### src/rtl/mul_add_sub_arbiter.sv
// mul_add_sub_arbiter
//   Two-port round-robin arbiter and sequencer for a shared mulAddSub unit.
//   A job (a, b, c, op) is accepted from one requester, presented to the unit
//   with a single load strobe, held for LATENCY cycles, and the captured unit
//   result is returned with the requester ID over a valid/ready response.
//
// Ports
//   clk, rst_n                 clock, asynchronous active-low reset
//   reqN_valid / reqN_ready    job handshake for requester N (N = 0, 1)
//   reqN_a, reqN_b, reqN_c     signed operands: multiplier, multiplicand, addend
//   reqN_op                    1 = add c, 0 = subtract c
//   mas_load                   one-cycle load strobe to the unit
//   mas_multiplier/_multiplicand/_in3/_select   registered operands to the unit
//   mas_aluOut                 unit result (2*WIDTH bits)
//   rsp_valid / rsp_ready      response handshake
//   rsp_id, rsp_data           requester ID and result of the finished job
module mul_add_sub_arbiter #(
  parameter int WIDTH   = 4,
  parameter int LATENCY = 4
) (
  input  logic                      clk,
  input  logic                      rst_n,
  input  logic                      req0_valid,
  output logic                      req0_ready,
  input  logic signed [WIDTH-1:0]   req0_a,
  input  logic signed [WIDTH-1:0]   req0_b,
  input  logic signed [WIDTH-1:0]   req0_c,
  input  logic                      req0_op,
  input  logic                      req1_valid,
  output logic                      req1_ready,
  input  logic signed [WIDTH-1:0]   req1_a,
  input  logic signed [WIDTH-1:0]   req1_b,
  input  logic signed [WIDTH-1:0]   req1_c,
  input  logic                      req1_op,
  output logic                      mas_load,
  output logic signed [WIDTH-1:0]   mas_multiplier,
  output logic signed [WIDTH-1:0]   mas_multiplicand,
  output logic signed [WIDTH-1:0]   mas_in3,
  output logic                      mas_select,
  input  logic signed [2*WIDTH-1:0] mas_aluOut,
  output logic                      rsp_valid,
  input  logic                      rsp_ready,
  output logic                      rsp_id,
  output logic signed [2*WIDTH-1:0] rsp_data
);

  typedef enum logic [1:0] {IDLE, LOAD, WAIT, RESP} state_t;

  state_t                    r_state;
  state_t                    w_state_nxt;
  logic                      r_ptr;
  logic [3:0]                r_cnt;
  logic signed [WIDTH-1:0]   r_a;
  logic signed [WIDTH-1:0]   r_b;
  logic signed [WIDTH-1:0]   r_c;
  logic                      r_op;
  logic                      r_rsp_id;
  logic signed [2*WIDTH-1:0] r_rsp_data;

  logic w_any_vld;
  logic w_grant;
  logic w_grant_id;
  logic w_cnt_done;

  assign w_any_vld  = req0_valid | req1_valid;
  // Both valid: the pointer side wins; otherwise whichever one is valid.
  assign w_grant_id = (req0_valid & req1_valid) ? r_ptr : req1_valid;
  // rst_n gates the grant so ready stays low while reset is held, even
  // though the state register already reads IDLE.
  assign w_grant    = rst_n & (r_state == IDLE) & w_any_vld;
  assign w_cnt_done = (r_cnt == 4'(LATENCY - 1));

  always_comb begin
    w_state_nxt = r_state;
    req0_ready  = 1'b0;
    req1_ready  = 1'b0;
    mas_load    = 1'b0;
    rsp_valid   = 1'b0;
    case (r_state)
      IDLE: begin
        if (w_grant) begin
          req0_ready  = ~w_grant_id;
          req1_ready  = w_grant_id;
          w_state_nxt = LOAD;
        end
      end
      LOAD: begin
        mas_load    = 1'b1;
        w_state_nxt = WAIT;
      end
      WAIT: begin
        if (w_cnt_done) w_state_nxt = RESP;
      end
      RESP: begin
        rsp_valid = 1'b1;
        if (rsp_ready) w_state_nxt = IDLE;
      end
      default: w_state_nxt = IDLE;
    endcase
  end

  always_ff @(posedge clk or negedge rst_n) begin
    if (!rst_n) r_state <= IDLE;
    else        r_state <= w_state_nxt;
  end

  always_ff @(posedge clk or negedge rst_n) begin
    if (!rst_n) begin
      r_ptr <= 1'b0;
      r_cnt <= '0;
    end else begin
      if (w_grant) r_ptr <= ~w_grant_id;
      if (r_state == LOAD)      r_cnt <= '0;
      else if (r_state == WAIT) r_cnt <= r_cnt + 4'd1;
    end
  end

  // Operands change only at grant, so the unit sees them stable for the
  // whole job; the result is captured on the last WAIT cycle.
  always_ff @(posedge clk or negedge rst_n) begin
    if (!rst_n) begin
      r_a        <= '0;
      r_b        <= '0;
      r_c        <= '0;
      r_op       <= 1'b0;
      r_rsp_id   <= 1'b0;
      r_rsp_data <= '0;
    end else begin
      if (w_grant) begin
        r_a      <= w_grant_id ? req1_a  : req0_a;
        r_b      <= w_grant_id ? req1_b  : req0_b;
        r_c      <= w_grant_id ? req1_c  : req0_c;
        r_op     <= w_grant_id ? req1_op : req0_op;
        r_rsp_id <= w_grant_id;
      end
      if ((r_state == WAIT) && w_cnt_done) r_rsp_data <= mas_aluOut;
    end
  end

  assign mas_multiplier   = r_a;
  assign mas_multiplicand = r_b;
  assign mas_in3          = r_c;
  assign mas_select       = r_op;
  assign rsp_id           = r_rsp_id;
  assign rsp_data         = r_rsp_data;

endmodule

### config.mk
export PLATFORM = sky130hd
export DESIGN_NAME = mul_add_sub_arbiter
export DESIGN_NICKNAME = d
export VERILOG_FILES = /design/src/rtl/mul_add_sub_arbiter.sv
export SDC_FILE = /design/constraint.sdc
export NUM_CORES = 1
export LEC_CHECK = 0
export CORE_AREA = 3 3 62 75
export DETAILED_ROUTE_END_ITERATION = 10
export DIE_AREA = 0 0 65 78
export GPL_ROUTABILITY_DRIVEN = 0
export PLACE_DENSITY_LB_ADDON = 0.2
export SLEW_MARGIN = 20
export SYNTH_ARGS = -nofsm -noshare
export SYNTH_HDL_FRONTEND = slang
export SYNTH_SLANG_ARGS = --single-unit
### constraint.sdc
create_clock -name clk -period 1.8 [get_ports clk]
set_input_delay 0.27 -clock clk [delete_from_list [all_inputs] [get_ports clk]]
set_output_delay 0.27 -clock clk [all_outputs]
set_load 0.01 [all_outputs]
==> results of run 1 <==
-- flip-flops by register name, indices dropped and copies added (netlist names) --
name              cells
r_cnt                 4
rsp_data              8
mas_select            1
rsp_id                1
r_state               2
mas_multiplicand      4
mas_multiplier        4
r_ptr                 1
mas_in3               4
-- cells by family after synthesis --
kind of cell / Yosys count / synth area share, %
adder cells (fa/ha/maj): 5 / 4.55
flip-flops: 29 / 52.7
AND/OR/NAND/NOR: 23 / 11.5
multiplexers: 12 / 9.73
AO/OA/AOI/OAI: 23 / 17.0
buffers and inverters: 12 / 4.45
-- worst paths after layout --
kind | from | endpoint | slack, ns | cells after the start
setup / recovery | r_cnt[0]$_DFFE_PN0P_ | rsp_data[7]$_DFFE_PN0P_ | 0.07 | 4
hold / removal | rst_n | mas_select$_DFFE_PN0P_ | 0.44 | 2
setup reg to reg | r_cnt[0]$_DFFE_PN0P_ | rsp_data[7]$_DFFE_PN0P_ | 0.07 | 4
hold reg to reg | rsp_data[3]$_DFFE_PN0P_ | rsp_data[3]$_DFFE_PN0P_ | 0.51 | 1
max in group asynchronous | rst_n | rsp_data[4]$_DFFE_PN0P_ | 1.09 | 3
min in group clk | rsp_data[3]$_DFFE_PN0P_ | rsp_data[3]$_DFFE_PN0P_ | 0.51 | 1
-- power groups by stage --
stage | sequential (W) | combinational, W | clock, W
after CTS | 0.00114 | 0.00186 | 0.000527
after global placement | 0.00113 | 0.00177 | 0
after global routing | 0.00118 | 0.00206 | 0.000561
after floorplan | 0.00125 | 0.000841 | 0
final | 0.00114 | 0.00190 | 0.000508
after detailed placement | 0.00115 | 0.00184 | 0
-- cells in the final DEF, fill, tap and decap left out, types with 2 or more instances in the layout --
master            n
a21oi_1           2
a21oi_2           2
a221o_1          13
and2_0            3
and2_2           10
buf_4            13
clkbuf_8          5
clkdlybuf4s50_1  60
clkinv_2          2
dfrtp_1          29
ha_1              2
ha_2              2
inv_1             8
mux2_2           10
nand3_1           3
nor2b_1           2
o22ai_1           2
-- what timing repair did --
| action | in CTS | in global routing |
|---|---|---|
| setup endpoints to repair | 3 | 6 |
| setup buffers | 0 | 1 |
| pin swaps | 0 | 1 |
| resized for setup | 5 | 6 |
-- metal layers --
metal / global-route usage (%) / vias to the layer above
met3: 6.22 / 5
li1: - / 537
met5: 0 / -
met4: 4.44 / 0
met2: 29.1 / 41
met1: 17.0 / 565
-- layout make-up --
type,count,share of cell area [%]
clock buffer,6,3.23
clock inverter,2,0.445
inverter,8,1.34
multi-input combinational,63,27.0
sequential,29,32.3
tap,54,3.01
timing repair buffer,77,32.7
-- stage by stage --
| step | TNS (ns) | total power (W) | instances | util [%] | cell area, sq um |
|---|---|---|---|---|---|
| after floorplan | 0 | 0.00209 | 104 | - | 1380 |
| after detailed placement | -0.898 | 0.00299 | 230 | 54.0 | 2140 |
| after CTS | 0 | 0.00353 | 238 | 56.1 | 2230 |
| final | 0 | 0.00354 | 239 | 56.6 | 2250 |
| after global routing | -0.0349 | 0.00381 | 239 | 56.6 | 2250 |
| after global placement | -0.158 | 0.00290 | 230 | 54.0 | 2140 |
==> flow_summary.ini, run 1 <==
[clock_tree]
cts_num_sinks = 29
clk_pin_slew_ns = 0.07
cts-buffers-inserted = 5
clockBufferDepth = 2
cts_max_level = 2
cts_tree = built
cts-hold-fix-buffers = 0
ctsRootBufferMaster = clkbuf_8
clk_latency_ns = 0.28

[drt]
routed_wl_mm = 3.80
num_vias = 1148
wl_met2_mm = 2.02
highest-signal-layer = met4
wl_met1_mm = 1.47
antenna_left = 0
viasPerCell = 4.80
detail_route.iter0.violations = 22
drc = 0
first_pass_iters = 2
wl_per_cell_um = 15.9
wl_met3_um = 260

[yosys]
yosysSeqAreaShare_pct = 52.7
netlist_area_sq_um = 1380
yosys_most_used_dff = dfrtp_1
ys_warn_count = 0
synth.top_cell.area_share_pct = 52.7
ys_ff_latch = 29
yosys.area.top_type = dfrtp_1
synth.distinct_cells = 26
synth_cells = 104
synthesis.nets = 148
avgSynthCellArea_sq_um = 13.2
async_flop_share_pct = 100
synth_edf_count = 0
yosys.cell_count.top_type = dfrtp_1
netlist_top_cells_area = dfrtp_1 53%, a221o_1 9.5%, mux2_2 8.2%
ys_top_cells_by_count = 29 x dfrtp_1, 13 x a221o_1, 10 x and2_2, 10 x mux2_2, 8 x inv_1

[setup_path]
required_ns = 1.96
crit_arrival_ns = 1.89
critical_path.max_fanout = 8
path_class = reg -> reg
start_kind = flop
crit_path_top_delay_cell = or3b_4
critical_path_buf_inv_count = 0
cp_cell_sequence = ha_2, or3b_4, nor2_4, mux2_2
max_stage_delay_ns = 0.41
path_delay_family = simple AND/OR/NAND/NOR gates
end_kind = flop

[floorplan]
die_h_um = 78
die_w_um = 65
fp.dieArea_sq_um = 5070
ioPinCount = 65
core_area_sq_um = 3970
initial_core_util_pct = 34.6
num_rows = 25

[grt]
track_usage_pct = 16.1
grt_max_degree = 17
antenna_found_initial = 0
grt-ovfl-total = 0
grt_pass1_vias = 1309
grt_first_pass_wirelength_mm = 6.18

[timing]
relSlewSlack_pct = 79.6
clock_skew_ns = 0.00905
timing.final.ws_setup_ns = 0.0676
finalHoldViolCount = 0
post-route-min-period_ns = 1.73
max_freq_mhz = 577
finalMaxSlewViolations = 0
hold_ws_ns = 0.441
worstMarginPinSlew_ns = 0.306
period_share_pct = 96.2
setup_viol = 0

[place]
detailedPlacementHpwl_mm = 2.85
post-place-ws_ns = -0.118
port_buffers = 64

[finish]
diodes = 0
seqCellArea_sq_um = 726
final_nets = 228
area_growth_pct = 63.3
drive_gt1_share_pct = 27.6
final.fill_count = 365
multi_input_area_sq_um = 607

[job]
maxCapViolCount = 0

[pwr]
intPower_w = 0.00238
p_clk_share_pct = 14.3
power.switching_w = 0.00116
seqPwrFrac_pct = 32.2
switching_share_pct = 32.8
p_leak_nw = 0.997
p_comb_share_pct = 53.5
power_density_nw_per_um2 = 1580
ir_drop_v = 0.000787

[hold_path]
hold_path_class = in -> async

[run_status]
status = complete, no violations
Power figures use the tool's default switching activity.
==> run 2: changes to the inputs <==
--- a/config.mk
+++ b/config.mk
@@ -9,6 +9,7 @@
 export DETAILED_ROUTE_END_ITERATION = 10
 export DIE_AREA = 0 0 65 78
 export GPL_ROUTABILITY_DRIVEN = 0
+export GPL_TIMING_DRIVEN = 0
 export PLACE_DENSITY_LB_ADDON = 0.2
 export SLEW_MARGIN = 20
 export SYNTH_ARGS = -nofsm -noshare
==> flow_summary.ini, run 2 (synthesized netlist as in run 1, its figures left out) <==
[timing]
finalHoldViolCount = 0
finalMaxSlewViolations = 0
clock_skew_ns = 0.00411
max_freq_mhz = 581
post-route-min-period_ns = 1.72
timing.final.ws_setup_ns = 0.0789
period_share_pct = 95.6
worstMarginPinSlew_ns = 0.332
setup_viol = 0
relSlewSlack_pct = 77.8
hold_ws_ns = 0.504

[place]
detailedPlacementHpwl_mm = 2.61
post-place-ws_ns = -0.607
port_buffers = 64

[job]
maxCapViolCount = 0

[pwr]
ir_drop_v = 0.000807
p_comb_share_pct = 53.5
switching_share_pct = 32.6
intPower_w = 0.00239
p_leak_nw = 1.03
p_clk_share_pct = 13.9
power_density_nw_per_um2 = 1530
seqPwrFrac_pct = 32.6
power.switching_w = 0.00115

[floorplan]
die_w_um = 65
die_h_um = 78
num_rows = 25
core_area_sq_um = 3970
fp.dieArea_sq_um = 5070
ioPinCount = 65
initial_core_util_pct = 34.6

[drt]
antenna_left = 0
detail_route.iter0.violations = 59
wl_per_cell_um = 14.9
first_pass_iters = 4
viasPerCell = 4.84
routed_wl_mm = 3.63
drc = 0
num_vias = 1177

[setup_path]
path_class = reg -> reg
critical_path.max_fanout = 4
end_kind = flop
start_kind = flop
crit_arrival_ns = 1.88
required_ns = 1.95

[finish]
largest_reg_flops = 8
final_nets = 232
final_common_cell = clkdlybuf4s50_1
seqCellArea_sq_um = 726
diodes = 0
multi_input_area_sq_um = 634
final.fill_count = 354
drive_gt1_share_pct = 29.1
area_growth_pct = 68.1
layout_common_cells = 58 x clkdlybuf4s50_1, 29 x dfrtp_1, 13 x a221o_1

[grt]
met2_usage_pct = 27.0
grt-ovfl-total = 0
grt_busiest_layer = met2
grt_pass1_vias = 1300
grtUsageMet1_pct = 17.5
grt_first_pass_wirelength_mm = 6.16
grt_max_degree = 30
use_met3_pct = 6.37
antenna_found_initial = 0
track_usage_pct = 15.8

[clock_tree]
cts-buffers-inserted = 5
cts_num_sinks = 29
cts_max_level = 2
ctsRootBufferMaster = clkbuf_8
clk_pin_slew_ns = 0.06
cts_tree = built
clockBufferDepth = 2
clk_latency_ns = 0.27

[run_status]
status = complete, no violations

[hold_path]
hold_path_class = reg -> reg
-- run 2: repair_timing --
| item | in CTS | in global routing |
|---|---|---|
| resized for setup | 13 | 7 |
| hold buffers | 2 | 0 |
| setup buffers | 8 | 3 |
| pin swaps | 1 | 0 |
| setup endpoints to repair | 12 | 3 |
| endpoints found under the hold margin | 29 | 0 |
-- run 2: final cells by class --
class / instances / area share (%)
Buffer: 4 / 1.35
Tap cell: 54 / 2.92
Multi-Input combinational cell: 63 / 27.4
Sequential cell: 29 / 31.4
Clock buffer: 8 / 3.46
Timing Repair Buffer: 77 / 32.2
Inverter: 8 / 1.30
-- run 2: per-layer routing --
layer	share of wire (%)	vias to the layer above
met1	38	586
li1	-	545
met3	7.7	5
met4	1.4	0
met5	0	-
met2	53	41
-- run 2: critical path: stages, from the launching register on --
cell and delay, ns:
dfrtp_1 0.39, ha_1 0.19, or3b_4 0.42, a221oi_4 0.26, mux2_1 0.34
-- run 2: final timing paths --
path | from | to | slack [ns] | depth (start not counted)
worst min register to register | rsp_data[1]$_DFFE_PN0P_ | rsp_data[1]$_DFFE_PN0P_ | 0.50 | 1
worst min-delay path | rsp_data[1]$_DFFE_PN0P_ | rsp_data[1]$_DFFE_PN0P_ | 0.50 | 1
worst max-delay path | r_cnt[0]$_DFFE_PN0P_ | r_state[1]$_DFFE_PN0P_ | 0.08 | 4
worst max register to register | r_cnt[0]$_DFFE_PN0P_ | r_state[1]$_DFFE_PN0P_ | 0.08 | 4
min in group asynchronous | rst_n | mas_multiplicand[0]$_DFFE_PN0P_ | 0.60 | 3
max in group asynchronous | rst_n | rsp_data[2]$_DFFE_PN0P_ | 1.03 | 3
-- run 2: power by group through the flow --
stage | registers, W | logic [W] | clock network (W)
finish | 0.00116 | 0.00189 | 0.000492
global route | 0.00120 | 0.00207 | 0.000547
CTS | 0.00116 | 0.00187 | 0.000515
detailed placement | 0.00117 | 0.00172 | 0
global placement | 0.00114 | 0.00167 | 0
floorplan | 0.00125 | 0.000841 | 0
-- run 2: stage by stage --
stage          cell area [sq um]  std cells  power (W)  TNS [ns]  utilization (%)
5_1_grt                     2310        243    0.00382   -0.0234             58.2
6_report                    2310        243    0.00354         0             58.2
3_5_place_dp                2080        222    0.00289     -2.95             52.3
3_3_place_gp                2080        222    0.00282    -25.15             52.5
2_1_floorplan               1380        104    0.00209         0                -
4_1_cts                     2280        240    0.00354         0             57.4
==> RTL edit: new RTL, config.mk and constraints of run 2 <==
Change the parameter `WIDTH` from 4 to 3.
--- a/src/rtl/mul_add_sub_arbiter.sv
+++ b/src/rtl/mul_add_sub_arbiter.sv
@@ -15,7 +15,7 @@
 //   rsp_valid / rsp_ready      response handshake
 //   rsp_id, rsp_data           requester ID and result of the finished job
 module mul_add_sub_arbiter #(
-  parameter int WIDTH   = 4,
+  parameter int WIDTH   = 3,
   parameter int LATENCY = 4
 ) (
   input  logic                      clk,
Interface: changed (11 resized); port bits go from 65 to 52. No check against the original RTL was run, so the function may have changed too.
==> RTL edit against run 2 <==
- cell count fell by 12%
- count of clock-buffer cells in the layout fell by 5
- power is 16% lower
- routed wire length shrank 17%
- clock skew grew 0.0022 ns
- sequential cell count shrank 5
- die area unchanged
- synthesized area is 18% lower
- setup slack got worse by 0.011 ns
- final area decreased by 17%
- largest cell class unchanged
- highest routed layer unchanged
==> RTL edit: results (changes against run 2) <==
[pwr]
vdd_drop_max_mv=0.660  ; was 0.807 mV
p_leak_nw=0.853  ; was 1.03 nW

[clock_network]
clk_pin_slew_ns=0.08  ; was 0.06 ns
cts_buffers=3  ; was 5
htreeDepth=1  ; was 2

[yosys]
synthMuxAreaShare_pct=9.91  ; was 9.73%
syn_area_per_cell_um2=12.3  ; was 13.2 um^2
synth_xor_area_share_pct=0  ; unchanged
netlist_top_cells_area=dfrtp_1, a221o_1, mux2_2, ha_1, and2_0  ; was dfrtp_1, a221o_1, mux2_2, and2_2, ha_1
synth_fa_ha_area_share_pct=5.57  ; was 4.55%
async_flop_share_pct=100  ; unchanged
synth_nets=127  ; was 148
synth.yosys.seq_area_share_pct=53.5  ; was 52.7%
synth_compound_area_share_pct=15.3  ; was 17.0%
synth_common_cells=dfrtp_1, a221o_1, and2_0  ; was dfrtp_1, a221o_1, and2_2, mux2_2, inv_1
yosys_warnings=0  ; unchanged
synth.distinct_cells=25  ; was 26

[routing]
wl_um=3010  ; was 3630 um
drtIter0Drc=70  ; was 59
num_vias=966  ; was 1177

[layout]
nFillCells=395  ; was 354
final_area_um2=1910  ; was 2310 um^2
layout-drive-gt1-share_pct=25.8  ; was 29.1%
largest_reg_flops=6  ; was 8
layoutNonFillerInstCount=213  ; was 243
num_antenna_cells=0  ; unchanged

[sta]
clock_skew_ns=0.00628  ; was 0.00411 ns
max_slew_margin_pct=74.5  ; was 77.8%

[grt]
grt_max_degree=28  ; was 30
first_global_vias=1007  ; was 1300
grt_pass1_wl_um=5000  ; was 6160 um
grt_use_total_pct=12.4  ; was 15.8%

[placed_design]
port_buffers=51  ; was 64
place_area_um2=1700  ; was 2080 um^2
hpwlAfterDp_um=2080  ; was 2610 um
dp_cells=196  ; was 222

[min_path]
worstHoldStart=rsp_data[0]$_DFFE_PN0P_  ; was rsp_data[1]$_DFFE_PN0P_
min_path_type=flip-flop to flip-flop  ; unchanged

[critical_path]
worstPathMaxFanout=3  ; was 4

[outcome]
status=finished, final reports clean  ; unchanged

==> RTL edit: critical path, delay by kind of cell (launching register included) <==
kind	cells	cell delay (ns)
flip-flops	1	0.39
multiplexers	1	0.35
adder cells (fa/ha/maj)	1	0.19
AND/OR/NAND/NOR	1	0.41
AO/OA/AOI/OAI	1	0.27
==> RTL edit: power breakdown <==
part           total, W  internal [W]  switching (W)  leakage (nW)
Combinational   0.00156      0.000937       0.000620         0.522
Clock          0.000473      0.000297       0.000176        0.0357
Sequential     0.000955      0.000804       0.000151         0.296
==> RTL edit: cells by family after synthesis <==
kind of cell	count (synthesis)
muxes	10
DFF	24
buffers and inverters	12
adders and majority gates	5
and+or+nand+nor	20
AOI/OAI and AO/OA	20
==> RTL edit: metal layers <==
metal / up-vias / part of all wire, % / GRT usage [%]
li1: 467 / - / -
met1: 461 / 40 / 15.2
met2: 34 / 53 / 21.1
met3: 4 / 5.9 / 2.89
met4: 0 / 1.5 / 4.02
met5: - / 0 / 0
==> RTL edit: what timing repair did <==
item                                    in CTS  in global routing
pin swaps                                    1                  1
resized for setup                           19                  5
setup buffers                                7                  4
endpoints found under the setup margin      12                 11
endpoints found under the hold margin        0                 24
hold buffers                                 0                  2
==> RTL edit: final timing paths <==
path                            cells past startpoint                 endpoint  slack (ns)
max in group asynchronous                           3     r_cnt[1]$_DFFE_PN0P_        1.07
worst min register to register                      1  rsp_data[0]$_DFFE_PN0P_        0.52
worst max-delay path                                4   r_state[1]$_DFFE_PN0P_        0.07
worst min-delay path                                1  rsp_data[0]$_DFFE_PN0P_        0.52
min in group asynchronous                           3   mas_in3[2]$_DFFE_PN0P_        0.58
worst max register to register                      4   r_state[1]$_DFFE_PN0P_        0.07
==> RTL edit: final cells by class <==
type	instances	share of cell area [%]
Buffer	4	1.57
Clock buffer	3	2.16
Clock inverter	1	1.57
Inverter	8	1.57
Multi-Input combinational cell	55	26.3
Sequential cell	24	31.4
Tap cell	54	3.53
Timing Repair Buffer	64	32.0
==> RTL edit: through the flow <==
step	setup TNS [ns]	total power [W]	worst slack [ns]	hold slack (ns)
after floorplan	0	0.00171	0.163	-0.0256
after global placement	-17.14	0.00231	-1.36	0.490
after detailed placement	-2.99	0.00236	-0.515	0.316
after CTS	0	0.00296	0.00613	0.0166
after global routing	-0.0163	0.00324	-0.0163	0.552
final	0	0.00299	0.0681	0.519
